$ cat src/rtl/branch_resolve.sv
// Execute-side branch resolution: pops fetch predictions in order, evaluates the real
// condition, and on a wrong guess redirects fetch, flushes the front end and retrains the predictor.
module branch_resolve #(
  parameter int DEPTH     = 4,
  parameter int PC_W      = 10,
  parameter int FLUSH_CYC = 2,
  parameter int CNT_W     = 16
) (
  input  logic                     clk,
  input  logic                     rst,
  input  logic                     pred_valid,
  input  logic [PC_W-1:0]          pred_pc,
  input  logic                     pred_taken,
  input  logic [PC_W-1:0]          pred_target,
  output logic                     pred_ready,
  input  logic                     res_valid,
  input  logic [2:0]               res_funct3,
  input  logic [31:0]              res_rs1,
  input  logic [31:0]              res_rs2,
  output logic                     mispredict,
  output logic [PC_W-1:0]          redirect_pc,
  output logic                     flush,
  output logic                     bp_upd_valid,
  output logic [7:0]               bp_upd_idx,
  output logic                     err,
  output logic [$clog2(DEPTH):0]   count,
  output logic [CNT_W-1:0]         resolved_cnt,
  output logic [CNT_W-1:0]         mispred_cnt
);

  localparam int PTR_W = $clog2(DEPTH);
  localparam int FC_W  = $clog2(FLUSH_CYC) + 1;

  typedef enum logic {RUN, FLUSH} state_t;

  state_t            state;
  logic [PC_W-1:0]   q_pc     [DEPTH];
  logic              q_taken  [DEPTH];
  logic [PC_W-1:0]   q_target [DEPTH];
  logic [PTR_W-1:0]  head;
  logic [PTR_W-1:0]  tail;
  logic [FC_W-1:0]   flush_cnt;

  logic              push;
  logic              pop;
  logic              legal;
  logic              actual;
  logic              mis;
  logic [PC_W-1:0]   head_pc;
  logic [PC_W-1:0]   head_target;
  logic              head_taken;

  assign pred_ready  = (state == RUN) && (count != (PTR_W+1)'(DEPTH));
  assign push        = pred_valid && pred_ready;
  assign pop         = res_valid && (count != '0);
  assign head_pc     = q_pc[head];
  assign head_target = q_target[head];
  assign head_taken  = q_taken[head];
  assign mis         = pop && (actual != head_taken);

  // funct3 010/011 have no branch meaning: treated as not-taken and reported via err
  always_comb begin
    legal  = 1'b1;
    actual = 1'b0;
    case (res_funct3)
      3'b000:  actual = (res_rs1 == res_rs2);
      3'b001:  actual = (res_rs1 != res_rs2);
      3'b100:  actual = ($signed(res_rs1) <  $signed(res_rs2));
      3'b101:  actual = ($signed(res_rs1) >= $signed(res_rs2));
      3'b110:  actual = (res_rs1 <  res_rs2);
      3'b111:  actual = (res_rs1 >= res_rs2);
      default: legal  = 1'b0;
    endcase
  end

  // Entry storage needs no reset; only slots between head and tail are ever read
  always_ff @(posedge clk) begin
    if (push && !mis) begin
      q_pc[tail]     <= pred_pc;
      q_taken[tail]  <= pred_taken;
      q_target[tail] <= pred_target;
    end
  end

  always_ff @(posedge clk) begin
    if (rst) begin
      state        <= RUN;
      head         <= '0;
      tail         <= '0;
      count        <= '0;
      flush_cnt    <= '0;
      flush        <= 1'b0;
      mispredict   <= 1'b0;
      redirect_pc  <= '0;
      bp_upd_valid <= 1'b0;
      bp_upd_idx   <= '0;
      err          <= 1'b0;
      resolved_cnt <= '0;
      mispred_cnt  <= '0;
    end else begin
      mispredict   <= mis;
      bp_upd_valid <= mis;
      err          <= res_valid && ((count == '0) || !legal);

      if (pop && (resolved_cnt != '1))
        resolved_cnt <= resolved_cnt + CNT_W'(1);
      if (mis && (mispred_cnt != '1))
        mispred_cnt <= mispred_cnt + CNT_W'(1);

      if (mis) begin
        redirect_pc <= actual ? head_target : head_pc + PC_W'(4);
        bp_upd_idx  <= head_pc[7:0];
        head        <= '0;
        tail        <= '0;
        count       <= '0;
        state       <= FLUSH;
        flush       <= 1'b1;
        flush_cnt   <= FC_W'(FLUSH_CYC - 1);
      end else begin
        head  <= head + PTR_W'(pop);
        tail  <= tail + PTR_W'(push);
        count <= count + (PTR_W+1)'(push) - (PTR_W+1)'(pop);
        case (state)
          RUN: ;
          FLUSH: begin
            if (flush_cnt == '0) begin
              state <= RUN;
              flush <= 1'b0;
            end else begin
              flush_cnt <= flush_cnt - FC_W'(1);
            end
          end
          default: state <= RUN;
        endcase
      end
    end
  end

endmodule

$ cat config.mk
export PLATFORM = sky130hd
export DESIGN_NAME = branch_resolve
export DESIGN_NICKNAME = d
export VERILOG_FILES = /design/src/rtl/branch_resolve.sv
export SDC_FILE = /design/constraint.sdc
export NUM_CORES = 1
export LEC_CHECK = 0
export ABC_AREA = 1
export CAP_MARGIN = 15
export CORE_MARGIN = 2
export CORE_UTILIZATION = 52
export DETAILED_ROUTE_END_ITERATION = 16
export GPL_TIMING_DRIVEN = 0
export HOLD_SLACK_MARGIN = 0.05
export PLACE_DENSITY = 0.8
export RECOVER_POWER = 25
export SLEW_MARGIN = 20
export SYNTH_ARGS = -nofsm -noshare
export SYNTH_HDL_FRONTEND = slang
export SYNTH_SLANG_ARGS = --single-unit
export TNS_END_PERCENT = 50
$ cat constraint.sdc
create_clock -name clk -period 3.8 [get_ports clk]
set_input_delay 0.38 -clock clk [delete_from_list [all_inputs] [get_ports clk]]
set_output_delay 0.38 -clock clk [all_outputs]
set_load 0.03 [all_outputs]
======== Word-level counts from Yosys, hierarchy flattened ========
Memories as Yosys holds them, arrays and structs flattened. A register that Yosys moved wholly into a read port is not among the register bits.
Index checks and enable logic that the tools add are counted.
operators by class
  multiplexer cells ....................... 17
  bitwise operators ....................... 2
  $lt $le $gt $ge ......................... 4
  reduce and logical (&&, ||, !) cells .... 22
  equality and inequality tests ........... 12
  add/subtract/negate cells ............... 8
operators by type and width
  cell                                                  count
  >= comparator 32 bit                                  2
  < comparator 32 bit                                   2
  adder 16 x 1 -> 16 bit (second input constant)        2
  equality test 32 bit                                  1
  != test 16 bit (second input constant)                2
  != test 32 bit                                        1
  equality test 3 bit (second input constant)           4
  2-to-1 mux 1 bit                                      12
  adder 10 x 3 -> 10 bit (second input constant)        1
  2-to-1 mux 10 bit                                     1
  logical AND 1 bit                                     8
  zero test 3 bit                                       2
  2-to-1 mux 2 bit                                      3
  one-hot mux 1 bit (6 select lines)                    1
  AND reduction 2 bit                                   3
  OR reduction 6 bit                                    1
  adder 2 x 1 -> 2 bit                                  2
  nonzero test 2 bit                                    2
  adder 3 x 1 -> 3 bit                                  1
  equality test 3 x 1 -> 1 bit (second input constant)  1
  != test 3 bit (second input constant)                 1
  nonzero test 3 bit                                    1
  subtractor 3 x 1 -> 3 bit                             1
  zero test 1 bit                                       2
  other kinds (7)                                       8
storage, ports and cells
  bits in writable memories ............... 84
  output and inout port bits .............. 58
  bits of input ports ..................... 92
  memories kept ........................... 3
  flip-flop bits (word level) ............. 63
  logic and storage cells ................. 81
memories
  memory    depth  bits a word  read ports  clocked after Yosys merged registers in  wr ports  line  source
  q_pc      4      10           1           1                                        1         37    logic [PC_W-1:0] q_pc [DEPTH];
  q_target  4      10           1           1                                        1         39    logic [PC_W-1:0] q_target [DEPTH];
  q_taken   4      1            1           1                                        1         38    logic q_taken [DEPTH];

======== Logic depth before layout (Yosys ltp) ========
  depth after elaboration ................. 8
  depth in mapped cells ................... 22

======== Least setup slack after synthesis ========
No wires, ideal clock.
  kind .................................... input port to flip-flop
  from .................................... input port res_rs2[31]
  to ...................................... memory q_pc[1][0] (enable)
  setup slack ............................. 0.287 ns
  buffers on the path ..................... 1
  cell stages on the path ................. 19
  arrival ................................. 3.114 ns
  library setup time ...................... 0.399 ns
  required time ........................... 3.401 ns
  cells stage by stage .................... inv_1 > ha_1 > nand2_1 > nor2_2 > nand2_1 > nor3b_2 > nand2_1 > nand2_1 > o21ai_1 > inv_1 > nand2_2 > nor2_4 > nand3_4 > nand2_4 > nand2_4 > nand2_2 > buf_6 > nand2_2 > nor2_1
on the way
  longest elaborated chain between the ends .. 8
  elaborated cells on any way between the ends .. 13
  classes of those cells .................. order compare: 4; eq/ne: 3; mux: 3; reduce/logical: 3
RTL lines
  what                                                line  source
  start, declared                                     19    input logic [31:0] res_rs2,
  >= comparator 32 bit, or another cell as far along  71    3'b111: actual = (res_rs1 >= res_rs2);
  one-hot mux 1 bit (6 select lines) *                65    case (res_funct3)
  != test 1 bit *                                     59    assign mis = pop && (actual != head_taken);
  logical AND 1 bit *                                 59
  zero test 1 bit *                                   78    if (push && !mis) begin
  logical AND 1 bit *                                 78
  2-to-1 mux 1 bit *                                  78
  2-to-1 mux 1 bit (not written as such) *            79    q_pc[tail] <= pred_pc;
  end, declared                                       37
Every way passes the cells marked *; elsewhere a longest branch is shown, timed or not.

======== Worst setup path in the final report ========
  from .................................... input port res_rs2[23]
  to ...................................... memory q_target[3][7] (enable)
on the way
  longest elaborated chain between the ends .. 8
  elaborated cells on any way between the ends .. 13
  classes of those cells .................. order compare: 4; eq/ne: 3; mux: 3; reduce/logical: 3
RTL lines
  what                                                line  source
  >= comparator 32 bit, or another cell as far along  71
  one-hot mux 1 bit (6 select lines) *                65
  != test 1 bit *                                     59
  logical AND 1 bit *                                 59
  zero test 1 bit *                                   78
  logical AND 1 bit *                                 78
  2-to-1 mux 1 bit *                                  78
  2-to-1 mux 1 bit (not written as such) *            81    q_target[tail] <= pred_target;
  end, declared                                       39
Marked as above.

==> flow_metrics.tcl <==
set metrics [dict create \
    grt_pass1_wl_um 27320 \
    ys_ff_latch 147 \
    met1_usage 0.2822 \
    ys_types 41 \
    layout_commonest_cell "nand2_1" \
    track_usage 0.2344 \
    cp_top_family "simple AND/OR/NAND/NOR gates" \
    max_freq_ghz 0.2853 \
    p_sw_mw 1.885 \
    hold_viol 0 \
    critPathMaxFanout 21 \
    crit_path_end_kind "register" \
    grt_pass1_vias 5796 \
    clock_sinks 147 \
    crit_start "res_rs2[23]" \
    postCtsHoldBufs 0 \
    slowest_delay_ps 580 \
    hold_class "reg -> reg" \
    grt_overflow 0 \
    clk_latency_ps 420 \
    layout_common_cells "nand2_1, clkdlybuf4s50_1, inv_1" \
    detail-route-antenna-nets 0 \
    postLayoutCellArea_sq_um 9738 \
    pwr-share-comb 0.318 \
    syn_avg_cell_area_sq_um 8.986 \
    rsz0062_at_grt "false" \
    areaGrowthSynthToFinish_pct 32.97 \
    p_clk_frac 0.301 \
    min_period_over_period 0.9225 \
    yosysWarnings 0 \
    clock_path_buffers 2 \
    tns_ps 0 \
    p_seq_frac 0.381 \
    p_int_mw 3.472 \
    use_met2 0.4037 \
    p_leak_nw 3.910 \
    outcome "complete, no violations" \
    finalMaxSlewViolations 0 \
    cts_tree "built" \
    start_util 0.5296 \
    async_flop_share 0 \
    drive_above_1_share 0.08060 \
    die-width_um 122.7 \
    grt_max_degree 22 \
    critPathLaunchType "primary input" \
    cts_max_level 4 \
    io-pin-count 150 \
    remaining_drc_errors 0 \
    placed_area_sq_um 9107 \
    cp.buffers_inverters 3 \
    nets 1125 \
    viasPerCell 5.252 \
    crit_slowest_cell "nor2_4" \
    dr.pass1.iters 6 \
    crit_top_cell "nand2_1" \
    vias 6224 \
    total_power_mw 5.357 \
    hpwlAfterDp_um 12910 \
    placeableCoreArea_sq_um 13830 \
    cap_violations 0 \
    cts_made_buffers 17 \
    die_h_um 122.7 \
    worstHoldStart "redirect_pc[8]$_SDFFE_PP0P_" \
    num_rows 43 \
    dieArea_sq_um 15050 \
    synth_nets 948 \
    drt-initial-drc-count 442 \
    max-vdd-ir-drop_mv 0.4453 \
    antenna_found_initial 0 \
    netSwitchingFraction 0.3519 \
    crit_arrival_ps 3560 \
    ys_seq_area_frac 0.5167 \
    slew_headroom 0.4922 \
    port_buffers 149 \
    cts_root_buffer "clkbuf_16" \
    finalSetupViolations 0 \
    tightest_slew_ps 754.7 \
    skew_ps 9.308 \
    grt_util_met3 0.05251 \
    routed_wl_um 17430 \
    r2r_start "count[1]$_SDFF_PP0_" \
    synth_edf_count 84 \
    crit_chain "clkdlybuf4s50_1 > inv_1 > ha_1 > a21oi_1 > a21boi_1 > nand2_1 > a21oi_1 > nand2_1 > nand2_1 > nand3_1 > nand2_1 > nand3_4 > nand2_4 > nand2_4 > nand2_2 > buf_6 > nand2_4 > nor2_4" \
    cp_data_required_time_ps 3850 \
    period_needed_ps 3505 \
    synth_cells 815 \
    p_per_area_nw_per_um2 550.1 \
    ys.flop_type "edfxtp_1" \
    timing.setup.critical_path_class "in -> reg" \
    n_antenna_cell 0 \
    path_clk_slew_ps 60 \
    synthesis.area_sq_um 7323 \
    wl_per_cell_um 14.71 \
    gp_congestion 0.9033 \
    busiest_layer "met2" \
]
## through the flow
stage | instances | hold slack, ps | utilization | setup slack [ps]
2_1_floorplan | 815 | 469.4 | - | 287.3
3_3_place_gp | 1144 | 457.7 | 0.6538 | -1073
3_5_place_dp | 1147 | 461.4 | 0.6587 | -338.1
4_1_cts | 1179 | 470.5 | 0.7001 | 92.66
5_1_grt | 1185 | 497.5 | 0.7043 | 6.517
6_report | 1185 | 467.1 | 0.7043 | 294.7
## sequential cells by signal (all words and copies together), names as in the netlist
name          flops
bp_upd_valid      1
q_target         40
tail              2
resolved_cnt     16
count             3
flush             1
mispred_cnt      16
err               1
bp_upd_idx        8
q_pc             40
state             1
redirect_pc      10
q_taken           4
flush_cnt         2
head              2
## cells by family after synthesis
group,synth area share
AOI/OAI and AO/OA,0.09841
and+or+nand+nor,0.2182
adders and majority gates,0.07107
xor gates and xnor gates,0.02751
buffers and inverters,0.06817
DFF,0.5167
## repair_timing
action,4_1_cts,5_1_grt
endpoints found under the hold margin,0,0
setup endpoints to repair,0,84
resized for setup,0,3
setup buffers,0,6
## per-layer routing
layer  routed length [um]  part of all wire
met1                 7184              0.41
met2                 8659              0.50
met3                 1159             0.066
met4                  427             0.024
met5                    0                 0
## cells in the mapped netlist (17+ instances only)
| master | count | area share |
|---|---|---|
| nor2_1 | 86 | 0.044 |
| clkbuf_1 | 21 | 0.011 |
| dfxtp_1 | 63 | 0.17 |
| edfxtp_1 | 84 | 0.34 |
| a21oi_1 | 36 | 0.025 |
| o22ai_1 | 17 | 0.015 |
| ha_1 | 40 | 0.068 |
| inv_1 | 94 | 0.048 |
| nand2_1 | 158 | 0.081 |
| nand3_1 | 46 | 0.031 |
| o21ai_0 | 52 | 0.036 |
| nand4_1 | 22 | 0.019 |
## path summary, 6_finish.rpt
check | endpoint | slack [ps] | cells past startpoint
worst max-delay path | q_target[3][7]$_DFFE_PP_ | 290 | 18
worst min-delay path | redirect_pc[8]$_SDFFE_PP0P_ | 470 | 2
worst max register to register | count[2]$_SDFF_PP0_ | 470 | 11
worst min register to register | redirect_pc[8]$_SDFFE_PP0P_ | 470 | 2
## power by group through the flow
stage,Combinational (mW),Clock (mW),Sequential [mW]
2_1_floorplan,0.920,0,2.17
4_1_cts,1.67,1.63,2.04
3_5_place_dp,1.66,0,2.07
6_report,1.70,1.61,2.04
5_1_grt,1.87,1.70,2.06
3_3_place_gp,1.59,0,2.07
## final cells by class
cell class              count  area, sq um
plain buffers              27        138.9
flip-flops and latches    147         3784
fillers                  1056         4089
clock buffers              18        429.2
clock inverters            14        143.9
multi-input cells         545         3075
inverters                  96        360.3
repair buffers            158         1582
well taps                 180        225.2
## tightest hold or removal path: cells and delay by family, from the launching register on
kind	cells	cell delay [ps]
flip-flops	1	300
AND/OR/NAND/NOR	2	130
Note: power is estimated with default switching activity, not from simulation.
==> patch 1 (same flow settings) <==
The output `mispredict` loses its register stage (`mispredict` becomes a continuous assignment).
--- a/src/rtl/branch_resolve.sv
+++ b/src/rtl/branch_resolve.sv
@@ -91,5 +91,4 @@
       flush_cnt    <= '0;
       flush        <= 1'b0;
-      mispredict   <= 1'b0;
       redirect_pc  <= '0;
       bp_upd_valid <= 1'b0;
@@ -99,5 +98,4 @@
       mispred_cnt  <= '0;
     end else begin
-      mispredict   <= mis;
       bp_upd_valid <= mis;
       err          <= res_valid && ((count == '0) || !legal);
@@ -137,4 +135,6 @@
   end
 
+  assign mispredict = mis;
+
 endmodule
 
Check against the original RTL: not equivalent (Yosys sat finds a counterexample within 4 cycles, from zero or initial values and one cycle with rst high).
==> patch 1 against the original RTL <==
Non-clock buffer count is 2 lower; count of clock-buffer cells in the layout is 2 higher; setup slack better by 150 ps; critical path type unchanged; area after synthesis is 0.29% higher; cell area is 0.22% higher; maximum frequency is 4.6% higher; routed wire length is 2.5% higher; sequential power hardly changed; power is 1.9% higher; register-to-register slack better by 410 ps; sequential cell count stayed put; sequential share of layout area is 0.085 points lower.
==> patch 1: results (changes against the original RTL) <==
- Leak: 3.87 nW (-1.1%)
- Worst vdd ir: 0.488 mV (+9.7%)
- Clk_skew: 11.5 ps (+2.22 ps)
- Share of layout cells above drive strength 1: 8.78% (+0.72 points)
- HPWL after DPL: 13,300 um (+2.9%)
- Pre-CTS WS: -288 ps (+49.7 ps)
- Critical R2R Capture: q_pc[1][7]$_DFFE_PP_
- Cells after Synth: 813 (-0.25%)
- Met3 usage: 5.90% (+0.65 points)
- Router iterations before antenna repair: 5 (-1)
- Met1 Use GR: 29.9% (+1.7 points)
- Leading post-synthesis cells by cell area: edfxtp_1 34%, dfxtp_1 17%, nand2_1 7.8%, ha_1 6.8%, inv_1 4.6%
- First-pass GRT wire length: 28,500 um (+4.2%)
- PortBufs: 148 (-0.67%)
- Status: finished clean
- Sequential area share after synthesis: 51.5% (-0.15 points)
- Mapped Nets: 946 (-0.21%)
- Most common library cells after synthesis: 152 x nand2_1, 90 x inv_1, 90 x nor2_1
- Crit path launch: res_rs2[31]
- Overall Global Routing Usage: 24.8% (+1.4 points)
- CP max stage delay: 630 ps (+50 ps)
- GP Congestion: 0.858 (-5.0%)
- Worst r2r path cells: 10 (-1)
- Crit path DAT: 3400 ps (-160 ps)
- Vias in the first global route: 5,875 (+1.4%)
- R2R setup slack: 880 ps (+410 ps)
## patch 1: area by class of cell
class	instances	area (um2)
clock buffer	20	437
inverter	91	342
sequential	147	3780
tap	180	225
fill	1052	4070
buffer	26	139
multi-input combinational	549	3120
clock inverter	12	158
timing repair buffer	157	1560
## patch 1: kinds of logic (layout without fill, tap and decap cells)
group,after synthesis,count (layout),share of synthesized area [%]
adders and majority gates,41,41,7.09
xor gates and xnor gates,22,22,2.62
DFF,147,147,51.5
AOI/OAI and AO/OA,127,127,9.69
and+or+nand+nor,359,359,22.5
buffers and inverters,117,306,6.54
## patch 1: layer usage
metal	up-vias	part of all wire (%)	wire, um
li1	3095	-	-
met1	2855	40	7230
met2	236	50	8850
met3	37	7.6	1360
met4	0	2.4	431
met5	-	0	0
## patch 1: report_power, final
group	internal (mW)	switching [mW]
Clock	1.03	0.649
Sequential	1.92	0.115
Combinational	0.628	1.11
Total	3.58	1.88
==> patch 2 (config.mk and constraints unchanged) <==
Without the edit above. Change the parameter `FLUSH_CYC` from 2 to 1.
--- a/src/rtl/branch_resolve.sv
+++ b/src/rtl/branch_resolve.sv
@@ -4,5 +4,5 @@
   parameter int DEPTH     = 4,
   parameter int PC_W      = 10,
-  parameter int FLUSH_CYC = 2,
+  parameter int FLUSH_CYC = 1,
   parameter int CNT_W     = 16
 ) (
Formal check against the unedited RTL: not equivalent (Yosys sat finds a counterexample within 4 cycles, from zero or initial values and one cycle with rst high).
==> patch 2 against the original RTL <==
Area after synthesis decreased by 2.3%; routed wire length decreased by 2.1%; clock skew about the same; power increased by 0.47%; sequential cell count decreased by 3; cell area decreased by 1.9%; critical path depth increased by 3; setup slack improved by 16 ps; non-clock buffer count decreased by 2.
==> patch 2: results (changes against the original RTL) <==
- Total number of H-tree levels: 4 (unchanged)
- PortBufs: 148 (-0.67%)
- WL/cell: 14.5 um (-1.4%)
- Leak: 3.92 nW (+0.22%)
- CTS buffer count: 17 (unchanged)
- Synth cell types: 44 (+7.3%)
- First-pass GRT wire length: 27,500 um (+0.58%)
- Max-Slew Margin vs Limit: 52.7% (+3.4 points)
- Largest regs: q_pc x40, q_target x40
- Share of layout cells above drive strength 1: 7.69% (-0.37 points)
- Max-cap viol count: 0 (unchanged)
- Crit path DAT: 3630 ps (+70 ps)
- CP top delay family: simple AND/OR/NAND/NOR gates
- WHS Path Cells: 2 (unchanged)
- Yosys warnings: 0 (unchanged)
- Primary FF master, synth: edfxtp_1
- Status: finished clean
- HP Start: rst
- HP Class: input pin to flop
- R2R setup slack: 790 ps (+320 ps)
- Sequential area share after synthesis: 52.0% (+0.36 points)
- Pre-CTS WS: -303 ps (+35.0 ps)
- Critical Path Fanout Max: 10 (-52%)
- Vias in the first global route: 5,858 (+1.1%)
- Mapped Nets: 943 (-0.53%)
- Initial antenna violation count: 1 (+1)
- Sw power: 1.81 mW (-3.8%)
- Most common library cells after synthesis: 174 x nand2_1, 109 x inv_1, 90 x nor2_1
- DRT iter0 DRCs: 557 (+26%)
- Leading post-synthesis cells by cell area: edfxtp_1 35%, dfxtp_1 17%, nand2_1 9.1%, ha_1 6.8%, inv_1 5.7%
- Clk slew on worst S/H paths: 60 ps (about the same)
- HPWL after DPL: 12,700 um (-1.5%)
- Via/cell ratio: 5.20 (-0.97%)
- Worst Hold End: resolved_cnt[12]$_SDFFE_PP0P_
- Fillers: 1,017 (-3.7%)
- DRC: 0 (unchanged)
- Worst path slowest cell: clkdlybuf4s50_1
- Worst r2r path cells: 11 (unchanged)
- Clk buf depth: 2 (unchanged)
- Overall Global Routing Usage: 24.1% (+0.61 points)
- GP Congestion: 0.865 (-4.2%)
- CP max stage delay: 460 ps (-120 ps)
- Router iterations before antenna repair: 5 (-1)
- Reg2reg start: head[1]$_SDFF_PP0_
- Clk_skew: 9.61 ps (+0.304 ps)
- Clk Latency, worst-skew pair: between 400 and 500 ps
- Largest net degree at the start of global routing: 22 (unchanged)
- Nets: 1,120 (-0.44%)
- Worst vdd ir: 0.476 mV (+6.9%)
- Critical R2R Capture: q_target[2][3]$_DFFE_PP_
- Async set or reset register ratio after synthesis: 0% (unchanged)
- Root Driver: clkbuf_16
- Antenna cells: 0 (unchanged)
- Final hold violations: 0 (unchanged)
-- patch 2: area by class of cell --
type	instances	area [um2]	share of cell area (%)
clock buffers	19	433	4.53
clock inverters	13	145	1.52
flip-flops and latches	144	3720	39.0
well taps	176	220	2.30
repair buffers	158	1560	16.3
plain buffers	25	125	1.31
multi-input cells	529	2920	30.6
inverters	113	424	4.44
-- patch 2: logic make-up (layout without fill, tap and decap cells) --
family | after synthesis | in the layout | share of synthesized area [%]
compound gates | 117 | 117 | 9.76
xor+xnor | 11 | 11 | 1.35
fa+ha+maj | 40 | 40 | 7.10
buf+inv | 138 | 328 | 7.67
flops | 144 | 144 | 52.0
simple gates | 361 | 361 | 22.1
-- patch 2: power by group through the flow --
stage	combinational, mW	sequential, mW	clock [mW]
after global placement	1.64	2.03	0
final	1.75	2.01	1.62
after floorplan	0.924	2.17	0
after CTS	1.74	2.00	1.64
after global routing	1.93	2.03	1.70
after detailed placement	1.72	2.03	0
-- patch 2: worst max path at each step --
stage | to | slack (ps) | depth (start not counted) | startpoint
global placement | q_target[0][0]$_DFFE_PP_ | -2030 | 18 | res_rs2[23]
finish | q_target[2][3]$_DFFE_PP_ | 310 | 21 | res_rs2[7]
detailed placement | q_target[0][0]$_DFFE_PP_ | -300 | 21 | res_rs2[7]
CTS | q_target[0][0]$_DFFE_PP_ | 90 | 21 | res_rs2[7]
floorplan | q_pc[0][0]$_DFFE_PP_ | -150 | 17 | res_rs2[31]
global route | q_target[2][0]$_DFFE_PP_ | 30 | 22 | res_rs2[7]
-- patch 2: metal layers --
layer / GRT usage [%] / wire (um) / vias up
li1: - / - / 3068
met2: 42.2 / 8590 / 201
met4: 9.84 / 352 / 2
met1: 28.9 / 6940 / 2817
met5: 0 / 13 / -
met3: 4.75 / 1170 / 34
-- patch 2: repair_timing --
action / CTS / global route
endpoints found under the hold margin: 0 / 0
resized for setup: 0 / 3
setup buffers: 0 / 4
hold buffers: 0 / 0
setup endpoints to repair: 0 / 60
-- patch 2: metrics by stage --
| step | setup TNS, ps | hold slack (ps) | instances | cell area, um2 |
|---|---|---|---|---|
| 6_report | 0 | 398 | 1177 | 9560 |
| 5_1_grt | 0 | 419 | 1177 | 9560 |
| 4_1_cts | 0 | 377 | 1173 | 9510 |
| 3_5_place_dp | -13670 | 464 | 1141 | 8930 |
| 3_3_place_gp | -123680 | 459 | 1135 | 8860 |
| 2_1_floorplan | -6110 | 479 | 811 | 7160 |
